[src/rtl/fetch_unit_pkg.sv]
// Shared definitions for the fetch stage and the Control decoder:
//   - MIPS opcode / funct encodings the decoder keys on
//   - default reset PC and the NOP word placed in an empty IF/ID
//   - fetch FSM state encoding
//   - branch offset helper (sign-extended word offset)
package fetch_unit_pkg;

  localparam logic [31:0] RESET_PC_DEFAULT = 32'h0040_0000;
  localparam logic [31:0] NOP              = 32'h0000_0000;

  // Opcodes (instr[31:26]) and funct codes (instr[5:0]) used by Control.
  localparam logic [5:0] OP_RTYPE = 6'h00;
  localparam logic [5:0] OP_J     = 6'h02;
  localparam logic [5:0] OP_JAL   = 6'h03;
  localparam logic [5:0] OP_BEQ   = 6'h04;
  localparam logic [5:0] OP_BNE   = 6'h05;
  localparam logic [5:0] FN_JR    = 6'h08;

  // FETCH: normal sequential fetch.
  // DROP : a wrong-path request is still outstanding; wait for its
  //        response, discard it, then resume at the saved target.
  typedef enum logic {
    ST_FETCH = 1'b0,
    ST_DROP  = 1'b1
  } fetch_state_e;

  // 16-bit immediate -> signed byte offset ({sext(imm), 2'b00}).
  function automatic logic signed [31:0] branch_offset(input logic [15:0] imm);
    return signed'({{14{imm[15]}}, imm, 2'b00});
  endfunction

endpackage

[src/rtl/fetch_unit_if.sv]
// Instruction-memory request/response bus.
//   imem_req   : fetch request, address held stable while high
//   imem_addr  : word-aligned fetch address
//   imem_valid : response strobe (may come in the same cycle as imem_req)
//   imem_rdata : instruction word, qualified by imem_valid
// master = fetch unit, slave = instruction memory.
interface fetch_unit_if #(
  parameter int ADDR_WIDTH = 32
);
  logic                  imem_req;
  logic [ADDR_WIDTH-1:0] imem_addr;
  logic                  imem_valid;
  logic [31:0]           imem_rdata;

  modport master (
    output imem_req,
    output imem_addr,
    input  imem_valid,
    input  imem_rdata
  );

  modport slave (
    input  imem_req,
    input  imem_addr,
    output imem_valid,
    output imem_rdata
  );
endinterface

[src/rtl/fetch_unit_next_pc_calc.sv]
// Combinational redirect decision for the instruction held in IF/ID.
// Inputs : Control strobes jr/jump/beq/bne, ALU zero, rs_data, IF/ID instr + pc4.
// Outputs: redirect (a control transfer is requested) and tgt (word aligned).
// Priority is jr > jump > taken branch. The caller qualifies redirect with
// ifid_valid and stall.
module next_pc_calc
  import fetch_unit_pkg::*;
#(
  parameter int ADDR_WIDTH = 32
) (
  input  logic                  jr,
  input  logic                  jump,
  input  logic                  beq,
  input  logic                  bne,
  input  logic                  zero,
  input  logic [ADDR_WIDTH-1:0] rs_data,
  input  logic [31:0]           ifid_instr,
  input  logic [ADDR_WIDTH-1:0] ifid_pc4,
  output logic                  redirect,
  output logic [ADDR_WIDTH-1:0] tgt
);

  logic                         br_taken;
  logic signed [ADDR_WIDTH-1:0] br_off_s;
  logic [ADDR_WIDTH-1:0]        br_tgt;
  logic [ADDR_WIDTH-1:0]        j_tgt;
  logic [ADDR_WIDTH-1:0]        raw_tgt;
  logic                         unused_opcode;

  // The opcode field is decoded by Control, not here.
  assign unused_opcode = ^ifid_instr[31:26];

  assign br_taken = (beq & zero) | (bne & ~zero);
  assign br_off_s = ADDR_WIDTH'(branch_offset(ifid_instr[15:0]));
  // Modulo-2^ADDR_WIDTH add; negative offsets wrap naturally.
  assign br_tgt   = ifid_pc4 + $unsigned(br_off_s);
  assign j_tgt    = {ifid_pc4[ADDR_WIDTH-1:28], ifid_instr[25:0], 2'b00};

  always_comb begin
    redirect = 1'b0;
    raw_tgt  = '0;
    if (jr) begin
      redirect = 1'b1;
      raw_tgt  = rs_data;
    end else if (jump) begin
      redirect = 1'b1;
      raw_tgt  = j_tgt;
    end else if (br_taken) begin
      redirect = 1'b1;
      raw_tgt  = br_tgt;
    end
  end

  // A misaligned JR register value is silently word aligned.
  assign tgt = {raw_tgt[ADDR_WIDTH-1:2], 2'b00};

endmodule

[src/rtl/fetch_unit.sv]
// MIPS instruction fetch stage.
// Owns the PC, fetches over a one-outstanding req/valid handshake, and holds
// the IF/ID register feeding the decoder. Control redirects (JR, J/JAL, taken
// BEQ/BNE) flush IF/ID; a wrong-path request still in flight is drained in
// the DROP state and its response discarded.
// Ports:
//   clk, reset        : clock, synchronous active-high reset
//   imem (master)     : instruction memory request/response bus
//   stall             : hazard hold, freezes PC / IF/ID / FSM
//   ifid_valid/instr/pc4 : IF/ID register (instr is NOP 0 when not valid)
//   jump, jr, beq, bne, zero, rs_data : Control + ALU redirect inputs
module fetch_unit
  import fetch_unit_pkg::*;
#(
  parameter logic [31:0] RESET_PC   = RESET_PC_DEFAULT,
  parameter int          ADDR_WIDTH = 32
) (
  input  logic                  clk,
  input  logic                  reset,
  fetch_unit_if.master          imem,
  input  logic                  stall,
  output logic                  ifid_valid,
  output logic [31:0]           ifid_instr,
  output logic [ADDR_WIDTH-1:0] ifid_pc4,
  input  logic                  jump,
  input  logic                  jr,
  input  logic                  beq,
  input  logic                  bne,
  input  logic                  zero,
  input  logic [ADDR_WIDTH-1:0] rs_data
);

  localparam logic [ADDR_WIDTH-1:0] PC_STEP  = ADDR_WIDTH'(4);
  localparam logic [ADDR_WIDTH-1:0] PC_RESET = RESET_PC[ADDR_WIDTH-1:0];

  fetch_state_e          state_q, state_d;
  logic [ADDR_WIDTH-1:0] pc_q, pc_d;
  logic [ADDR_WIDTH-1:0] tgt_q, tgt_d;
  logic                  pending_q, pending_d;
  logic                  ifid_valid_q, ifid_valid_d;
  logic [31:0]           ifid_instr_q, ifid_instr_d;
  logic [ADDR_WIDTH-1:0] ifid_pc4_q, ifid_pc4_d;

  logic                  req;
  logic                  fire;
  logic                  take;
  logic                  redirect;
  logic [ADDR_WIDTH-1:0] tgt;
  logic [ADDR_WIDTH-1:0] pc_plus4;

  next_pc_calc #(
    .ADDR_WIDTH (ADDR_WIDTH)
  ) u_next_pc (
    .jr         (jr),
    .jump       (jump),
    .beq        (beq),
    .bne        (bne),
    .zero       (zero),
    .rs_data    (rs_data),
    .ifid_instr (ifid_instr_q),
    .ifid_pc4   (ifid_pc4_q),
    .redirect   (redirect),
    .tgt        (tgt)
  );

  assign pc_plus4 = pc_q + PC_STEP;

  // A raised request stays up until its response (pending_q), and is held in
  // DROP regardless of stall. Reset overrides everything.
  assign req  = ~reset & ((state_q == ST_DROP) | pending_q | ~stall);
  assign fire = req & imem.imem_valid;
  assign take = ifid_valid_q & ~stall & redirect;

  always_comb begin
    state_d      = state_q;
    pc_d         = pc_q;
    tgt_d        = tgt_q;
    ifid_valid_d = ifid_valid_q;
    ifid_instr_d = ifid_instr_q;
    ifid_pc4_d   = ifid_pc4_q;
    // A response while stalled is dropped; the PC did not move, so the same
    // word is simply requested again after the stall.
    pending_d    = req & ~imem.imem_valid;

    if (!stall) begin
      unique case (state_q)
        ST_FETCH: begin
          if (take) begin
            ifid_valid_d = 1'b0;
            ifid_instr_d = NOP;
            if (imem.imem_valid) begin
              // Wrong-path response in the redirect cycle: discard it.
              pc_d = tgt;
            end else begin
              // Request is out on the bus; keep its address until it returns.
              state_d = ST_DROP;
              tgt_d   = tgt;
            end
          end else if (fire) begin
            ifid_valid_d = 1'b1;
            ifid_instr_d = imem.imem_rdata;
            ifid_pc4_d   = pc_plus4;
            pc_d         = pc_plus4;
          end else begin
            // Decode consumed IF/ID and nothing new arrived: bubble.
            ifid_valid_d = 1'b0;
            ifid_instr_d = NOP;
          end
        end
        ST_DROP: begin
          if (take) begin
            tgt_d        = tgt;
            ifid_valid_d = 1'b0;
            ifid_instr_d = NOP;
          end
          if (imem.imem_valid) begin
            pc_d    = take ? tgt : tgt_q;
            state_d = ST_FETCH;
          end
        end
        default: state_d = ST_FETCH;
      endcase
    end
  end

  always_ff @(posedge clk) begin
    if (reset) begin
      state_q      <= ST_FETCH;
      pc_q         <= PC_RESET;
      tgt_q        <= PC_RESET;
      pending_q    <= 1'b0;
      ifid_valid_q <= 1'b0;
      ifid_instr_q <= NOP;
      ifid_pc4_q   <= '0;
    end else begin
      state_q      <= state_d;
      pc_q         <= pc_d;
      tgt_q        <= tgt_d;
      pending_q    <= pending_d;
      ifid_valid_q <= ifid_valid_d;
      ifid_instr_q <= ifid_instr_d;
      ifid_pc4_q   <= ifid_pc4_d;
    end
  end

  assign imem.imem_req  = req;
  assign imem.imem_addr = pc_q;
  assign ifid_valid     = ifid_valid_q;
  assign ifid_instr     = ifid_instr_q;
  assign ifid_pc4       = ifid_pc4_q;

endmodule

[src/flat_wrapper.sv]
// flat-port wrapper written by rule: the top's interface ports become plain ports
module fetch_unit_flat import fetch_unit_pkg::*;
#(
  parameter logic [31:0] RESET_PC   = RESET_PC_DEFAULT,
  parameter int          ADDR_WIDTH = 32
)
  (clk, reset, stall, ifid_valid, ifid_instr, ifid_pc4, jump, jr, beq, bne, zero, rs_data, imem_imem_req, imem_imem_addr, imem_imem_valid, imem_imem_rdata);
  fetch_unit_if #(.ADDR_WIDTH(ADDR_WIDTH)) imem_i ();
  input  logic clk;
  input  logic reset;
  input  logic stall;
  output logic ifid_valid;
  output logic [31:0] ifid_instr;
  output logic [ADDR_WIDTH-1:0] ifid_pc4;
  input  logic jump;
  input  logic jr;
  input  logic beq;
  input  logic bne;
  input  logic zero;
  input  logic [ADDR_WIDTH-1:0] rs_data;
  output wire logic [$bits(imem_i.imem_req)-1:0] imem_imem_req;
  output wire logic [$bits(imem_i.imem_addr)-1:0] imem_imem_addr;
  input wire logic [$bits(imem_i.imem_valid)-1:0] imem_imem_valid;
  input wire logic [$bits(imem_i.imem_rdata)-1:0] imem_imem_rdata;
  assign imem_imem_req = imem_i.imem_req;
  assign imem_imem_addr = imem_i.imem_addr;
  assign imem_i.imem_valid = imem_imem_valid;
  assign imem_i.imem_rdata = imem_imem_rdata;
  fetch_unit #(.RESET_PC(RESET_PC), .ADDR_WIDTH(ADDR_WIDTH)) u_core (.clk(clk), .reset(reset), .imem(imem_i), .stall(stall), .ifid_valid(ifid_valid), .ifid_instr(ifid_instr), .ifid_pc4(ifid_pc4), .jump(jump), .jr(jr), .beq(beq), .bne(bne), .zero(zero), .rs_data(rs_data));
endmodule
[config.mk]
export PLATFORM = sky130hd
export DESIGN_NAME = fetch_unit_flat
export DESIGN_NICKNAME = d
export VERILOG_FILES = /design/src/rtl/fetch_unit_pkg.sv /design/src/rtl/fetch_unit_if.sv /design/src/rtl/fetch_unit_next_pc_calc.sv /design/src/rtl/fetch_unit.sv /design/src/flat_wrapper.sv
export SDC_FILE = /design/constraint.sdc
export NUM_CORES = 1
export LEC_CHECK = 0
export ABC_AREA = 1
export CAP_MARGIN = 20
export CORE_MARGIN = 1.5
export CORE_UTILIZATION = 40
export DETAILED_ROUTE_END_ITERATION = 8
export HOLD_SLACK_MARGIN = 0.12
export PLACE_DENSITY = 0.71
export SLEW_MARGIN = 5
export SYNTH_ARGS = -nofsm -noshare
export SYNTH_HDL_FRONTEND = slang
export SYNTH_SLANG_ARGS = --single-unit
[constraint.sdc]
create_clock -name clk -period 2 [get_ports clk]
set_clock_uncertainty 0.05 [all_clocks]
set_input_delay 0.4 -clock clk [delete_from_list [all_inputs] [get_ports clk]]
set_output_delay 0.4 -clock clk [all_outputs]
set_load 0.005 [all_outputs]
=== Word level (Yosys, flattened, before mapping) ===
Cells that the tools add are included.

* Bits of input ports: 73
* Flip-flop bits (word level): 131
* Output and inout bits: 98

* Reductions and logical operators: 4
* Muxes and demuxes: 26
* Add/subtract/negate cells: 2
* Bitwise logic cells: 16
* Equal/unequal tests: 6

{| class="wikitable"
|+ Operators with widths
! operator !! number
|-
| 32-bit 2-to-1 mux || 13
|-
| 32-bit case mux with 2 select lines || 3
|-
| 32-bit by 3-bit adder with 32-bit output (second input constant) || 1
|-
| 32-bit adder || 1
|-
| 1-bit 2-to-1 mux || 8
|-
| 4-bit AND reduction || 2
|-
| 1-bit AND || 7
|-
| 2-bit != test (second input constant) || 3
|-
| 1-bit NOT || 6
|-
| 1-bit case mux with 2 select lines || 2
|-
| 3-bit by 1-bit != test with 1-bit output (second input constant) || 1
|-
| 3-bit != test (second input constant) || 1
|-
| 1-bit OR || 3
|-
| 3-bit AND reduction || 1
|-
| 2-bit by 1-bit != test with 1-bit output (second input constant) || 1
|-
| 2-bit AND reduction || 1
|}

=== Logic depth before layout (Yosys ltp) ===
Gate-level depths: netlist (run 1).

* Depth in word-level cells: 10
* Gate-level depth with buffers: 16
* Mapped depth without buffers: 16

=== Modules after synthesis ===
From an unflattened synthesis (run 1), not the netlist that was laid out.

* Cell total of the unflattened synthesis: 1532
* Area, all modules: 9133.8 um^2

{| class="wikitable"
|+ By module, submodules not included
! module !! area each (um^2) !! seq. area each (um^2) !! instances !! cells an instance
|-
| fetch_unit || 6237.2 || 2622.5 || 1 || 943
|-
| next_pc_calc || 2896.5 || 0.0 || 1 || 589
|}

=== Worst setup path before layout (run 1) ===
OpenSTA, ideal clock, no wires.

* Path kind: register to register
* Start: reg u_core.ifid_instr_q[0], in the netlist u_core.ifid_instr[0]
* End: reg u_core.pc_q[22], in the netlist u_core.imem.imem_addr[22]
* Required time: 1.835 ns
* Setup time: 0.115 ns
* Stages on the path, launching flop included: 16
* Path buffers: 0
* Clock period less this slack: 2.185 ns
* Arrival time: 2.021 ns
* Path slack: -0.185 ns
* Cells stage by stage: dfxtp_1 > ha_1 > inv_1 > fa_1 > o21ai_0 > nand2_1 > nand3_1 > nand2_1 > nand2_1 > nand2_1 > nand3_1 > nand2_1 > nand3_1 > nand2_1 > nand2_1 > nand2_1

* Longest elaborated chain between the ends: 7
* Elaborated cells between the ends (all ways): 9
* Those cells by class: 1 x add/sub; 8 x mux

{| class="wikitable"
|+ Ends and longest elaborated chain
! item !! RTL line !! source
|-
| start, declared || fetch_unit.sv:41 || <nowiki>logic [31:0] ifid_instr_q, ifid_instr_d;</nowiki>
|-
| start signal, assigned || fetch_unit.sv:141 || <nowiki>ifid_instr_q <= ifid_instr_d;</nowiki>
|-
| 32-bit adder (*) || fetch_unit_next_pc_calc.sv:36 || <nowiki>assign br_tgt = ifid_pc4 + $unsigned(br_off_s);</nowiki>
|-
| 32-bit 2-to-1 mux (*) || fetch_unit_next_pc_calc.sv:48 || <nowiki>end else if (br_taken) begin</nowiki>
|-
| 32-bit 2-to-1 mux (*) || fetch_unit_next_pc_calc.sv:45 || <nowiki>end else if (jump) begin</nowiki>
|-
| 32-bit 2-to-1 mux (*) || fetch_unit_next_pc_calc.sv:42 || <nowiki>if (jr) begin</nowiki>
|-
| 32-bit 2-to-1 mux, on equally long branches || - ||
|-
| 32-bit 2-to-1 mux, on equally long branches || fetch_unit.sv:116, fetch_unit.sv:88 ||
|-
| 32-bit case mux with 2 select lines (*) || fetch_unit.sv:86 || <nowiki>unique case (state_q)</nowiki>
|-
| end signal, assigned || fetch_unit.sv:137 || <nowiki>pc_q <= pc_d;</nowiki>
|-
| end, declared || fetch_unit.sv:37 || <nowiki>logic [ADDR_WIDTH-1:0] pc_q, pc_d;</nowiki>
|}

Every way passes the cells marked *; elsewhere a longest branch is shown, timed or not. The select of a mux whose other input is x is not followed.
A chain may end at the register's enable or synchronous reset.

=== Final worst setup path (run 1) ===
* Start: reg u_core.ifid_instr_q[15], in the netlist u_core.ifid_instr[15]
* End: reg u_core.pc_q[24], in the netlist u_core.imem.imem_addr[24]

The elaborated chain is that of the path after synthesis.

==> metrics.md, run 1 <==
| Metric | Value |
|---|---|
| Status | complete, but fails checks |
| Failing checks | design-rule violations, negative setup slack |
| Fin area | 14700 um^2 |
| Max VDD drop | 545 uV |
| GRT Total Usage | 31.3% |
| Mapped Nets | 1496 |
| Fmax | 450 MHz |
| Synth cell types | 44 |
| CP Capture Point | u_core.imem.imem_addr[24] |
| Top Usage Layer GRT | met2 |
| Number of enable flip-flop cells after synthesis | 0 |
| Die Width | 150 um |
| Main flop type after synthesis | dfxtp_1 |
| Slew Limit Fails | 0 |
| Post-DP Area | 12000 um^2 |
| Register-to-Register Path Depth | 13 |
| Core footprint | 21100 um^2 |
| Die H | 150 um |
| Wire per inst | 18.8 um |
| Worst-margin pin slew | 0.582 ns |
| Register clock-pin slew on the reported worst setup and hold paths | 0.06 ns |
| DRT Wirelength | 38.3 mm |
| Buffers added on ports | 168 |
| First-pass GRT wire length | 53.8 mm |
| Count of state elements after synthesis | 131 |
| Drt first pass iters | 9 |
| Via Count | 11185 |
| Final setup vio count | 36 |
| Overflow after GRT | 0 |
| Vias in the first global route | 10436 |
| Mean Syn Cell Area | 6.21 um^2 |
| GR Layer Usage met2 | 52.3% |
| Register area share after synthesis | 30.3% |
| Ys Warns | 0 |
| Min Clock Period, post-route | 2.22 ns |
| Max-Cap Viols | 0 |
| Unrepaired setup endpoints after global routing | true |
| R2R Path Start | u_core.ifid_instr[15] |
| Hold slack | 0.354 ns |
| GPL Wtd Cong | 0.984 |
| Iteration-0 DRC Markers | 934 |
| Largest net degree at the start of global routing | 86 |
| Clk root buf | clkbuf_16 |
| WP data arrival | 2.54 ns |
| Full die area | 22500 um^2 |
| Initial antenna violation count | 1 |
| Cts hold-fix bufs | 0 |
| GR Layer Usage met1 | 39.0% |
| H-Tree Depth | 4 |
| CP Capture Type | register |
| CTS tree | done |
| Post-Synthesis Cells | 1392 |
| Setup CP Type | register to register |
| Ys async rst share | 0% |
| Ports | 171 |
| CP Max Fanout | 6 |
| Overall power | 7.24 mW |
| Final HPWL DP | 25.6 mm |
| Static Leak | 6.52 nW |
| Final antenna-violating net count | 0 |
| Clock Latency Late Sink | 0.43 ns |
| Post-Syn Area | 8650 um^2 |
| Clock Path Buffers | 2 |
| Cell repeated most along the worst path | nand2_2 |
| Layout cells sized above 1 | 37.0% |
| Final WS setup | -0.224 ns |
| Crit-path max cell delay | 0.36 ns |
| Crit-path leading delay family | simple AND/OR/NAND/NOR gates |
| CP startpoint kind | register |
| Crit path required time | 2.32 ns |
| Slew margin rel. | 61.2% |
| GR Layer Usage met3 | 5.21% |
| Num rows | 53 |
| DRC | 2 |
| CP cell instances | buf_6 > buf_12 > ha_4 > nand2_4 > nor2_4 > nand2_2 > nor2_2 > nand2_2 > nand4_1 > nand3_2 > nand2_2 > nand3_2 > a21oi_2 |
| WP depth | 13 |
| FF-to-FF End | u_core.imem.imem_addr[24] |
| # nets final | 1856 |
| Initial cell density of the core | 41.0% |
| Crit path from | u_core.ifid_instr[15] |
| Area Overhead vs Synth | 69.8% |
| Setup TNS | -3.34 ns |
| Power Density | 493 nW/um^2 |
| Antenna fix cells | 0 |
| Hold crit path type | primary input to register |
| Buf/Inv on CP | 2 |
| Routed vias/inst | 5.49 |
| Reg2reg setup slack | -0.22 ns |
| Slowest cell on crit path | dfxtp_4 |
| Sink Count | 131 |
| Final hold viol count | 0 |
| Final worst-path cycle share | 111% |
| CTS buffer count | 17 |
## flip-flops by register name, summed over array words and instances, names as in the netlist
name,count
u_core.ifid_instr,32
u_core.ifid_pc4,32
u_core.imem.imem_addr,32
u_core.tgt_q,32
u_core.ifid_valid,1
u_core.pending_q,1
u_core.state_q,1
## layout make-up
| class | count | area (um^2) |
|---|---|---|
| multi-input cells | 1034 | 6640 |
| fillers | 1621 | 6410 |
| repair buffers | 399 | 3780 |
| flip-flops and latches | 131 | 2680 |
| inverters | 169 | 642 |
| clock buffers | 21 | 470 |
| well taps | 275 | 344 |
| clock inverters | 10 | 125 |
## routing by layer
metal | vias up | part of all wire, %
met5 | - | 0.024
met4 | 2 | 4.6
met3 | 130 | 7.6
met2 | 567 | 48
li1 | 5224 | -
met1 | 5262 | 40
## power by group
group	switching [mW]	leakage [nW]	internal, mW	total, mW
clock	1.28	0.290	1.94	3.22
combinational	0.634	5.15	0.643	1.28
sequential	0.0754	1.08	2.67	2.75
total	1.99	6.52	5.26	7.24
## worst register-to-register path, delay by kind of cell (launching register included)
| family | cells | cell delay (ns) |
|---|---|---|
| flip-flops | 1 | 0.36 |
| adder cells (fa/ha/maj) | 1 | 0.34 |
| AND/OR/NAND/NOR | 9 | 1.02 |
| buffers and inverters | 2 | 0.25 |
| AO/OA/AOI/OAI | 1 | 0.14 |
## how the worst min path moves through the flow
stage	to	slack, ns	depth (start not counted)	startpoint
floorplan	u_core.tgt_q[7]	0.38	2	u_core.tgt_q[7]
global placement	u_core.tgt_q[7]	0.39	2	u_core.tgt_q[7]
detailed placement	u_core.tgt_q[0]	0.40	2	u_core.tgt_q[0]
CTS	u_core.pending_q	0.32	5	reset
global route	u_core.pending_q	0.36	5	reset
finish	u_core.pending_q	0.35	5	reset
## per-stage QoR
stage	utilization, %	setup WS (ns)	cells
2_1_floorplan	-	-0.0401	1392
3_5_place_dp	56.9	-0.639	1973
3_3_place_gp	56.9	-0.567	1973
6_report	69.6	-0.224	2039
5_1_grt	69.6	-0.278	2039
4_1_cts	63.5	-0.0974	2017
## layout by cell type (no fill, tap or decap), types with 5 or more instances in the layout
cell	netlist	final
o21a_1	16	16
a21oi_2	2	43
or2_2	25	23
nor2_1	97	68
nor2_2	6	20
xor2_1	15	13
dfxtp_4	0	8
inv_2	4	31
ha_4	0	28
nand3_2	1	42
o21ai_0	80	64
nand3_4	0	5
o21ai_1	21	29
buf_4	3	193
nand3_1	78	32
clkbuf_16	0	20
nand4_1	10	10
xnor2_1	11	9
clkdlybuf4s50_1	0	158
a21oi_1	170	123
nor2_4	1	16
buf_6	10	16
nand2_4	0	26
o21ai_2	0	6
dlymetal6s2s_1	0	5
nor3_1	13	8
buf_12	0	16
dfxtp_2	0	24
nand3b_1	7	7
nand2_2	1	89
a21oi_4	0	6
nand2_1	420	304
dfxtp_1	131	99
inv_1	163	134
## cell usage after synthesis, types with 2 or more instances
cell | number | area, um^2
nand2_1 | 420 | 1580
nor3_1 | 13 | 65.1
a31oi_1 | 4 | 25.0
o21a_1 | 16 | 120
buf_4 | 3 | 22.5
and2_1 | 2 | 12.5
a41oi_1 | 2 | 17.5
a21o_1 | 2 | 15.0
buf_1 | 2 | 7.51
nand3b_1 | 7 | 52.6
clkbuf_1 | 34 | 128
inv_1 | 163 | 612
xnor2_1 | 11 | 96.3
nand4_1 | 10 | 62.6
nor2_1 | 97 | 364
o21ai_0 | 80 | 400
nand3_1 | 78 | 390
o21ai_1 | 21 | 105
or2_2 | 25 | 156
inv_2 | 4 | 15.0
a21boi_0 | 2 | 15.0
buf_2 | 9 | 45.0
ha_1 | 30 | 375
a211oi_1 | 5 | 37.5
a21oi_2 | 2 | 17.5
xor2_1 | 15 | 131
nor2_2 | 6 | 37.5
dfxtp_1 | 131 | 2620
buf_6 | 10 | 113
a21oi_1 | 170 | 851
o211ai_1 | 3 | 22.5
nor4_1 | 3 | 18.8
## repair_timing
action / CTS / global route
gates resized for setup: 163 / 304
pin swaps: 33 / 131
gates cloned: 2 / 3
endpoints found under the setup margin: 104 / 122
buffers inserted: 11 / 20
## logic make-up after synthesis
family,after synthesis,synth area share (%)
AND/OR/NAND/NOR,665,32.2
XOR/XNOR,26,2.63
AO/OA/AOI/OAI,311,19.2
multiplexers,1,0.116
buffers and inverters,227,11.0
adder cells (fa/ha/maj),31,4.57
flip-flops,131,30.3
(Power assumes the default switching activity.)
==> inputs of run 2 (changes only) <==
Settings changed: CAP_MARGIN 20 to not set.
==> results of run 2 <==
Same layout as run 1: the final DEF is identical, and so are final timing and power.
==> inputs of run 3 (changes only) <==
Settings changed: GPL_TIMING_DRIVEN set to 0, PLACE_DENSITY 0.71 to 0.7, SYNTH_HIERARCHICAL set to 1.
==> run 3 against run 2 <==
Effect of this change:
- utilization decreased by 4.1 points
- cell count increased by 3.3%
- via count increased by 6.1%
- power increased by 11%
- non-clock buffer count decreased by 75
- sequential share of layout area increased by 0.21 points
- synthesized area increased by 5.6%
- largest power group unchanged
- sequential power increased by 7%
- the flow finishes with violations (negative setup slack)
- global-route usage increased by 1.8 points
- routed wire length increased by 9.7%
- critical endpoint is now u_core/tgt_q[28]
- combinational power increased by 55%
- synthesized cell count increased by 10%
- largest cell class unchanged
==> metrics.md, run 3 <==
| Metric | Value |
|---|---|
| Num rows | 55 |
| Post-Syn Area | 9130 um^2 |
| Cts hold-fix bufs | 0 |
| Die H | 154 um |
| Fillers | 1908 |
| Clock Path Buffers | 2 |
| Number of enable flip-flop cells after synthesis | 0 |
| Final setup vio count | 55 |
| Hold crit path type | register to register |
| Register area | 2720 um^2 |
| Ys Warns | 6 |
| Most frequent cell after synthesis | nand2_1 |
| Mean Syn Cell Area | 5.96 um^2 |
| Area leader, netlist | dfxtp_1 |
| Via Count | 11867 |
| WP data arrival | 2.93 ns |
| Sw power | 2.60 mW |
| Final worst-path cycle share | 131% |
| Die Width | 154 um |
| CP Capture Type | register |
| Status | complete, but fails checks |
| Overall power | 8.02 mW |
| Final hold viol count | 0 |
| Core footprint | 22500 um^2 |
| Post-DP Area | 11500 um^2 |
| Int Pwr | 5.42 mW |
| # nets final | 1911 |
| Max-Cap Viols | 0 |
| Power Density | 544 nW/um^2 |
| Ports | 171 |
| DRT Wirelength | 42.0 mm |
| Most frequent cells in the layout | nand2_1, nor2_1, clkdlybuf4s50_1 |
| Clock network power share | 38.9% |
| Initial cell density of the core | 40.6% |
| Slowest cell on crit path | dfxtp_4 |
| Initial antenna violation count | 1 |
| Top-area cell type share of the netlist area | 28.7% |
| Final antenna-violating net count | 0 |
| Worst-margin pin slew | 0.818 ns |
| Min Clock Period, post-route | 2.62 ns |
| Post-Synthesis Cells | 1532 |
| Area Overhead vs Synth | 61.4% |
| Routed vias/inst | 5.63 |
| CTS tree | done |
| Max VDD drop | 461 uV |
| Unrepaired setup endpoints after global routing | true |
| Layout cells sized above 1 | 30.7% |
| Slew Limit Fails | 0 |
| GPL Wtd Cong | 0.957 |
| Fin area | 14700 um^2 |
| Synth area leaders | dfxtp_1, nand2_1, a21oi_1 |
| CTS buffer count | 17 |
| CP Max Fanout | 7 |
| Register area share after synthesis | 28.7% |
| Buf/Inv on CP | 2 |
| Synth top cells by count | nand2_1, a21oi_1, nor2_1 |
| Slew margin rel. | 45.5% |
| Clock Latency Late Sink | 0.43 ns |
| Register clock-pin slew on the reported worst setup and hold paths | 0.07 ns |
| GRT Total Usage | 33.1% |
| Fmax | 381 MHz |
| Setup CP Type | register to register |
| Wire per inst | 19.9 um |
| H-Tree Depth | 4 |
| Largest net degree at the start of global routing | 18 |
| Ys async rst share | 0% |
| Crit path required time | 2.31 ns |
| Sw Ratio | 32.5% |
| Failing checks | negative setup slack |
| Share of power burned in registers | 36.5% |
| Clk root buf | clkbuf_16 |
| Crit-path max cell delay | 0.46 ns |
| Cell repeated most along the worst path | a21oi_2 |
| Vias in the first global route | 10822 |
| Buffers added on ports | 167 |
| Full die area | 23700 um^2 |
| First-pass GRT wire length | 60.2 mm |
| Final WS setup | -0.623 ns |
| Main flop type after synthesis | dfxtp_1 |
| Synth cell types | 41 |
| Area of the multi-input gates | 7560 um^2 |
| Sink Count | 131 |
| Final HPWL DP | 29.5 mm |
| CP startpoint kind | register |
| Drt first pass iters | 6 |
| Most common cell after layout, fill and taps aside | nand2_1 |
| Crit-path leading delay family | compound AO/OA/AOI/OAI gates |
| DRC | 0 |
| Core Util, Final | 65.5% |
| Static Leak | 6.26 nW |
| Overflow after GRT | 0 |
| Power share of the combinational group | 24.7% |
| CP cell instances | buf_12 > ha_4 > nand2_4 > inv_2 > a21oi_2 > nand2_2 > a21oi_2 > nand2_1 > nand2_1 > nand3_2 > a21oi_4 > nand2_2 > a21oi_2 > a21oi_2 > a21oi_1 |
| Iteration-0 DRC Markers | 1117 |
| Count of state elements after synthesis | 131 |
## run 3: cell types whose count changed in the layout (fill, tap and decap cells not counted), moves of 22 or more
cell	before	now
clkbuf_1	1	29
or2_2	23	0
a21oi_4	6	33
nand2_1	304	337
a21oi_1	123	145
nor2_1	68	181
o21ai_0	64	95
buf_4	193	73
## run 3: worst reg2reg max path, cell delays in order, from the launching register on
cell     delay [ns]
dfxtp_4        0.46
buf_12         0.18
ha_4           0.24
nand2_4        0.08
inv_2          0.05
a21oi_2        0.16
nand2_2        0.11
a21oi_2        0.19
nand2_1        0.08
nand2_1        0.08
nand3_2        0.12
a21oi_4        0.23
nand2_2        0.10
a21oi_2        0.22
a21oi_2        0.04
a21oi_1        0.15
## run 3: path summary, 6_finish.rpt
| check | to | from | depth (start not counted) | slack (ns) |
|---|---|---|---|---|
| worst max-delay path | u_core/tgt_q[28] | u_core/ifid_instr[15] | 15 | -0.62 |
| worst min-delay path | u_core/tgt_q[2] | u_core/tgt_q[2] | 2 | 0.41 |
| worst max register to register | u_core/tgt_q[28] | u_core/ifid_instr[15] | 15 | -0.62 |
| worst min register to register | u_core/tgt_q[2] | u_core/tgt_q[2] | 2 | 0.41 |
## run 3: stage by stage
stage | hold slack, ns | cells | TNS [ns] | setup slack, ns
2_1_floorplan | 0.375 | 1533 | -2.37 | -0.141
3_3_place_gp | 0.384 | 1985 | -132.23 | -1.22
3_5_place_dp | 0.394 | 1985 | -138.20 | -1.25
4_1_cts | 0.410 | 2068 | -18.86 | -0.502
5_1_grt | 0.431 | 2106 | -26.78 | -0.687
6_report | 0.412 | 2106 | -22.09 | -0.623
## run 3: power by group through the flow
stage,Combinational [mW],Clock [mW],Sequential [mW]
floorplan,0.762,0,2.93
global placement,1.41,0,2.99
detailed placement,1.42,0,2.99
CTS,1.73,3.13,2.92
global route,2.09,3.27,2.94
finish,1.98,3.12,2.93
## run 3: final cells by class
type / instances / area share, %
clock inverters: 14 / 0.951
multi-input cells: 1182 / 51.3
flip-flops and latches: 131 / 18.5
clock buffers: 18 / 2.98
well taps: 285 / 2.42
repair buffers: 256 / 16.8
inverters: 151 / 4.12
diodes: 1 / 0.0170
plain buffers: 68 / 2.96
## run 3: kinds of logic after synthesis
group | synth area share [%]
buf+inv | 9.63
fa+ha+maj | 4.33
compound gates | 20.8
flops | 28.7
xor+xnor | 1.92
simple gates | 34.4
mux | 0.110
other cells | 0.0411
## run 3: repair_timing
action,CTS,global route
buffers inserted,51,36
pin swaps,126,145
endpoints found under the setup margin,131,122
gates resized for setup,315,234
cloned,2,1
## run 3: metal layers
layer	up-vias	GRT usage, %	wire length (um)
li1	5504	-	-
met1	5574	41.0	16400
met2	646	56.3	20000
met3	143	5.81	3610
met4	0	14.1	2010
met5	-	0	0
